<file path="config.mk">
export PLATFORM = sky130hd
export DESIGN_NAME = sram_req_ctrl
export DESIGN_NICKNAME = d
export VERILOG_FILES = /design/src/rtl/sram_req_ctrl.sv
export SDC_FILE = /design/constraint.sdc
export NUM_CORES = 1
export LEC_CHECK = 0
export CAP_MARGIN = 20
export CORE_AREA = 2 2 446 448
export DETAILED_ROUTE_END_ITERATION = 8
export DIE_AREA = 0 0 448 450
export PLACE_DENSITY = 0.3
export SLEW_MARGIN = 25
export SYNTH_ARGS = -nofsm -noshare
export SYNTH_HDL_FRONTEND = slang
export SYNTH_SLANG_ARGS = --single-unit
</file>
<file path="constraint.sdc">
create_clock -name clock -period 31.6 [get_ports clock]
set_input_delay 4.74 -clock clock [delete_from_list [all_inputs] [get_ports clock]]
set_output_delay 4.74 -clock clock [all_outputs]
set_load 0.03 [all_outputs]
</file>
<file path="src/rtl/sram_req_ctrl.sv">
// Request front-end for a single-port SRAM macro: arbitrates independent read and
// write request streams onto the RW port and buffers read data in a credit-protected queue.
module sram_req_ctrl #(
    parameter int ADDR_W      = 19,
    parameter int DATA_W      = 256,
    parameter int MASK_W      = DATA_W / 8,
    parameter int RESP_DEPTH  = 2,
    parameter int WSTREAK_MAX = 4
) (
    input  logic              clock,
    input  logic              reset,

    input  logic              io_wreq_valid,
    output logic              io_wreq_ready,
    input  logic [ADDR_W-1:0] io_wreq_addr,
    input  logic [DATA_W-1:0] io_wreq_data,
    input  logic [MASK_W-1:0] io_wreq_mask,

    input  logic              io_rreq_valid,
    output logic              io_rreq_ready,
    input  logic [ADDR_W-1:0] io_rreq_addr,

    output logic              io_resp_valid,
    input  logic              io_resp_ready,
    output logic [DATA_W-1:0] io_resp_data,

    output logic              sram_en,
    output logic              sram_wmode,
    output logic [ADDR_W-1:0] sram_addr,
    output logic [MASK_W-1:0] sram_wmask,
    output logic [DATA_W-1:0] sram_wdata,
    input  logic [DATA_W-1:0] sram_rdata
);

    localparam int PTR_W = (RESP_DEPTH > 1) ? $clog2(RESP_DEPTH) : 1;
    localparam int CNT_W = $clog2(RESP_DEPTH + 1);
    localparam int WS_W  = $clog2(WSTREAK_MAX + 1);
    localparam logic [WS_W-1:0]  WSTREAK_LIM = WS_W'(WSTREAK_MAX);
    localparam logic [CNT_W:0]   DEPTH_LIM   = (CNT_W + 1)'(RESP_DEPTH);

    logic              inflight;
    logic [CNT_W-1:0]  count;
    logic [PTR_W-1:0]  rd_ptr;
    logic [PTR_W-1:0]  wr_ptr;
    logic [WS_W-1:0]   wstreak;
    logic [WS_W-1:0]   wstreak_next;
    logic [DATA_W-1:0] queue [RESP_DEPTH];

    logic [CNT_W:0]    occupancy;
    logic              credit_ok;
    logic              read_elig;
    logic              gnt_w;
    logic              gnt_r;
    logic              enq;
    logic              deq;

    // The read issued last cycle already owns a slot, so it counts against credit.
    assign occupancy = {1'b0, count} + {{CNT_W{1'b0}}, inflight};
    assign credit_ok = occupancy < DEPTH_LIM;

    assign read_elig = io_rreq_valid && credit_ok && !reset;
    assign gnt_w     = io_wreq_valid && !reset && !(read_elig && wstreak == WSTREAK_LIM);
    assign gnt_r     = read_elig && !gnt_w;

    assign io_wreq_ready = gnt_w;
    assign io_rreq_ready = gnt_r;

    assign enq           = inflight;
    assign io_resp_valid = (count != '0);
    assign deq           = io_resp_valid && io_resp_ready;
    assign io_resp_data  = queue[rd_ptr];

    // NOTE: every output of a combinational block gets a default first, so no path leaves a latch.
    always_comb begin
        sram_en    = gnt_w | gnt_r;
        sram_wmode = gnt_w;
        sram_addr  = '0;
        sram_wmask = '0;
        sram_wdata = '0;
        if (gnt_w) begin
            sram_addr  = io_wreq_addr;
            sram_wmask = io_wreq_mask;
            sram_wdata = io_wreq_data;
        end else if (gnt_r) begin
            sram_addr  = io_rreq_addr;
        end
    end

    always_comb begin
        wstreak_next = '0;
        if (gnt_w && read_elig) begin
            wstreak_next = (wstreak == WSTREAK_LIM) ? wstreak : wstreak + 1'b1;
        end
    end

    // NOTE: state registers use non-blocking assignments so every flop samples pre-edge values.
    always_ff @(posedge clock or posedge reset) begin
        if (reset) begin
            inflight <= 1'b0;
            count    <= '0;
            rd_ptr   <= '0;
            wr_ptr   <= '0;
            wstreak  <= '0;
        end else begin
            inflight <= gnt_r;
            wstreak  <= wstreak_next;
            // Power-of-two depth lets the pointers wrap by natural overflow.
            if (enq) wr_ptr <= wr_ptr + 1'b1;
            if (deq) rd_ptr <= rd_ptr + 1'b1;
            if (enq && !deq) begin
                count <= count + 1'b1;
            end else if (deq && !enq) begin
                count <= count - 1'b1;
            end
        end
    end

    // NOTE: the data array is not reset; count gates every read of it.
    always_ff @(posedge clock) begin
        if (enq) begin
            queue[wr_ptr] <= sram_rdata;
        end
    end

endmodule
</file>
Yosys cells after proc, flatten, opt, wreduce, memory -nomap -nowiden

Memories as Yosys holds them, arrays and structs flattened.
Cells that the tools add are included.

Bits in registers: 8
Memory bits (writable): 512
Memories kept: 1
Input bits: 587
Logic and storage cells: 43
Output and inout port bits: 568

Memory list:

| memory | words | width | rd ports | clocked after Yosys merged registers in | write ports | RTL line | text |
|---|---|---|---|---|---|---|---|
| queue  | 2     | 256   | 1        | 0                                       | 1           | 47       | `logic [DATA_W-1:0] queue [RESP_DEPTH];` |

Reduce and logical (&&, ||, !) cells: 17
Magnitude comparators: 1
Bitwise logic cells: 1
Muxes and demuxes: 10
Equality and inequality tests: 2
$add $sub $neg: 6

Operators by type and width:

| operator                                                             | number |
|---|---|
| 256-bit 2-to-1 mux                                                   | 1 |
| 19-bit 2-to-1 mux                                                    | 2 |
| 32-bit 2-to-1 mux                                                    | 1 |
| 1-bit logical AND                                                    | 10 |
| 3-bit 2-to-1 mux                                                     | 2 |
| 1-bit zero test                                                      | 5 |
| 2-bit 2-to-1 mux                                                     | 2 |
| 2-bit nonzero test                                                   | 2 |
| 2-bit by 1-bit adder with 3-bit output                               | 1 |
| 3-bit by 1-bit adder with 3-bit output, second input constant        | 1 |
| 3-bit == test, second input constant                                 | 1 |
| 3-bit by 2-bit < comparator with 1-bit output, second input constant | 1 |
| 1-bit adder, second input constant                                   | 2 |
| 2-bit by 1-bit adder with 2-bit output, second input constant        | 1 |
| 1-bit 2-to-1 mux                                                     | 2 |
| 2-bit inequality test, second input constant                         | 1 |
| 2-bit by 1-bit subtractor with 2-bit output, second input constant   | 1 |
| 1-bit OR                                                             | 1 |

Logic depth before layout (Yosys ltp)

Depth after elaboration: 11
Mapped depth: 7
Depth with buffers taken out: 6

Worst setup path after synthesis

OpenSTA, ideal clock, no wires.

Kind: register to register
Start: register wr_ptr
End: memory queue[0][0] (enable)
Path slack: 19.011 ns
Cell stages (with the launch flop): 2
Data required time: 30.692 ns
Path buffers: 0
Data arrival time: 11.680 ns
Library setup time: 0.908 ns
Period minus slack after synthesis: 12.589 ns
Path through: dfrtp_1 nor2b_1

RTL lines:

| item                   | RTL line | text |
|---|---|---|
| start, declared        | 44       | `logic [PTR_W-1:0] wr_ptr;` |
| start signal, assigned | 108      | `if (enq) wr_ptr <= wr_ptr + 1'b1;` |
| end, declared          | 47       |  |

Straight into the memory's write port.

Worst setup path after layout

Start: input port reset
End: output port sram_wdata[192]

Longest elaborated chain between the ends: 6
Elaborated cells on any way between the ends: 7
Those cells by class: 1 x mux; 6 x reduce/logical

RTL lines:

| item                          | RTL line | text |
|---|---|---|
| start, declared               | 11       | `input logic reset,` |
| 1-bit zero test (no line) (*) | -        |  |
| 1-bit logical AND             | 61       | `assign read_elig = io_rreq_valid && credit_ok && !reset;` |
| 1-bit logical AND             | 62       | `assign gnt_w = io_wreq_valid && !reset && !(read_elig && wstreak == WSTREAK_LIM);` |
| 1-bit zero test               | 62       |  |
| 1-bit logical AND (*)         | 62       |  |
| 256-bit 2-to-1 mux (*)        | 80       | `if (gnt_w) begin` |
| end, declared                 | 31       | `output logic [DATA_W-1:0] sram_wdata,` |

Mark *: on every way between the ends. The rest lies on a longest branch, timed or not.

==> flow_summary.toml <==
[run_status]
status = "completed"

[die]
dieHeight_um = 450
core-area_mm2 = 0.1966
placementRows = 163
start_util_pct = 10.75
die_area_mm2 = 0.2016
die_w_um = 448
ioPinCount = 1155

[finish]
ff_latch_area_mm2 = 0.01558
fin_area_mm2 = 0.03828
fillers = 21320
area.growth.synth_to_final_pct = 81.21
drive_gt1_share_pct = 15.58
multiInputGateArea_mm2 = 0.005245
finalNetCount = 2971

[clocking]
clk_pin_slew_ns = 0.05
cts_root_buffer = "clkbuf_16"
post-cts-setup-buffers = 0
clock-sinks = 520
clk_latency_ns = 0.68
clockBufferDepth = 3
cts_resized = 0
cts_buffers = 72
h-tree-depth = 3
cts_tree = "yes"
cts_hold_buf = 0

[synthesis]
synth.area.top_cells = "edfxtp_1 73%, mux2_2 14%, and2_1 9.1%"
yosys_warnings = 0
yosysTopAreaCell = "edfxtp_1"
ys.flop_type = "edfxtp_1"
ys_types = 28
ys_ff_latch = 520
synth_fp_nets = 1794
synth_most_common_cell = "edfxtp_1"
async_reset_ff_share_pct = 1.538
synthesis.area_mm2 = 0.02113
syn_area_per_cell_um2 = 17.55
synth.top_cell.area_share_pct = 72.77
ys_seq_area_share_pct = 73.72
synthCells = 1204
synth_top_cells_by_count = "512 x edfxtp_1, 308 x and2_1, 256 x mux2_2"
synth_edf_count = 512

[sta]
slew_headroom_pct = 31.03
setup_violations = 0
fin_skew_ns = 0.02945
finalCriticalPeriod_ns = 12.81
rsz0062_at_grt = "no"
timing.setup.tns_ns = 0
fmax_ghz = 0.07805
hold_viol = 0
worst_pin_slew_ns = 1.035
report.final.slew_viol_count = 0
finalCritPeriodShare_pct = 40.55
setup_ws_ns = 18.79

[critical_path]
crit_path_cell_trace = "clkdlybuf4s50_1 -> nand2b_1 -> a41oi_4 -> buf_4 -> buf_4 -> and2_1 -> clkdlybuf4s50_1"
cp.depth = 7
reg2regPathDepth = 3
r2r-start = "enq$_DFF_PP0_"
worstPathRequired_ns = 26.86
critPathMaxStageDelay_ns = 0.71
cp_num_buf_inv = 4
crit_type = "input pin to output pin"
worstPathMaxFanout = 115
worstPathArrival_ns = 8.07
critPathSlowestCell = "buf_4"
startpoint = "reset"
cp-start-kind = "input pin"
cp-end-kind = "output pin"
cpLargestDelayFamily = "buffers and inverters"

[routing]
route.detailed.drc = 0
wl_per_cell_um = 26.37
dr_total_vias = 15730
via_per_inst = 3.083
routed_wl_um = 134500
drtPass1Iterations = 4
drt_iter0_drc = 668
ant_nets = 0

[min_path]
hold_depth = 1
hold_path.startpoint = "wr_ptr$_DFFE_PP0P_"
hp-class = "register to register"

[place]
io_buffers = 1154
post_dp_cell_area_mm2 = 0.03585
dpl_worst_slack_ns = 18.78
dp_hpwl_um = 110300
gp_congestion = 1.012

[global_routing]
grt_pass1_wl_um = 170000
globalRouteTotalUtil_pct = 12.89
gr-total-overflow = 0
antenna_found_initial = 107
grt_pass1_vias = 16870
grt_max_degree = 142

[power_and_ir_drop]
power.leakage_nw = 12.39
powerDensity_mw_per_mm2 = 66.24
peakVddDrop_mv = 0.03189

[flow_run]
drv_cap = 0
-- kinds of logic (layout without fill, tap and decap cells) --
logic type	Yosys count	in the layout	share of synthesized area, %
flops	520	520	73.72
simple gates	326	326	9.600
mux	257	257	13.69
buf+inv	71	1306	1.564
compound gates	22	22	1.036
xor+xnor	5	5	0.2073
fa+ha+maj	3	3	0.1777
other cells	0	22	0
-- final timing paths --
path	endpoint	slack, ns
setup / recovery	sram_wdata[192]	18.79
hold / removal	wr_ptr$_DFFE_PP0P_	0.54
setup reg to reg	queue[0][216]$_DFFE_PP_	28.38
hold reg to reg	wr_ptr$_DFFE_PP0P_	0.54
max in group asynchronous	wstreak[0]$_DFFE_PP0P_	26.23
min in group asynchronous	rd_ptr$_DFFE_PP0P_	4.70
-- routing by layer --
| metal | GRT usage [%] | routed length [µm] | vias up |
|---|---|---|---|
| li1 | - | - | 6870 |
| met1 | 11.75 | 42990 | 7780 |
| met2 | 26.04 | 76490 | 768 |
| met3 | 4.559 | 10580 | 279 |
| met4 | 3.662 | 4259 | 30 |
| met5 | 0 | 194 | - |
-- layout by cell type, fill, tap and decap left out, drive strengths merged --
cell           instances
nand2b                 1
nor2b                  3
diode                 22
inv                    5
bufinv                 6
edfxtp               512
nor3                   3
and3b                  1
a21boi                 1
xor2                   3
clkinv                29
clkbuf                94
xnor2                  2
and4                   1
a41oi                  1
buf                   17
ha                     3
clkdlybuf4s50       1154
dfrtp                  8
a21oi                  1
nand2                  4
mux2                 256
and2                 308
nand4                  1
or2                    1
mux2i                  1
clkinvlp               1
a32o                  19
nor2                   3
-- metrics by stage --
| stage | std cells | power (mW) | hold WS [ns] | utilization, % |
|---|---|---|---|---|
| after floorplan | 1204 | 1.326 | 0.4555 | - |
| after global placement | 4945 | 1.765 | 0.5329 | 18.22 |
| after detailed placement | 4946 | 1.768 | 0.5331 | 18.24 |
| after CTS | 5078 | 2.611 | 0.5449 | 19.43 |
| after global routing | 5089 | 2.648 | 0.5689 | 19.46 |
| final | 5101 | 2.536 | 0.5438 | 19.47 |
-- cell type report --
class | count | share of cell area [%]
Sequential cell | 520 | 40.69
Timing Repair Buffer | 1171 | 30.69
Multi-Input combinational cell | 613 | 13.70
Tap cell | 2640 | 8.628
Clock buffer | 94 | 4.977
Clock inverter | 38 | 1.134
Antenna cell | 22 | 0.1438
Inverter | 3 | 0.02941
-- power by group --
group          switching [mW]  leakage [nW]  internal [mW]
clock                   0.330          1.13          0.479
combinational           0.519          6.53          0.389
sequential             0.0167          4.73          0.801
-- sequential cells by signal (all words and copies together), names as in the netlist --
name / flops
enq: 1
wr_ptr: 1
rd_ptr: 1
queue: 512
wstreak: 3
count: 2
Power figures use the tool's default switching activity.
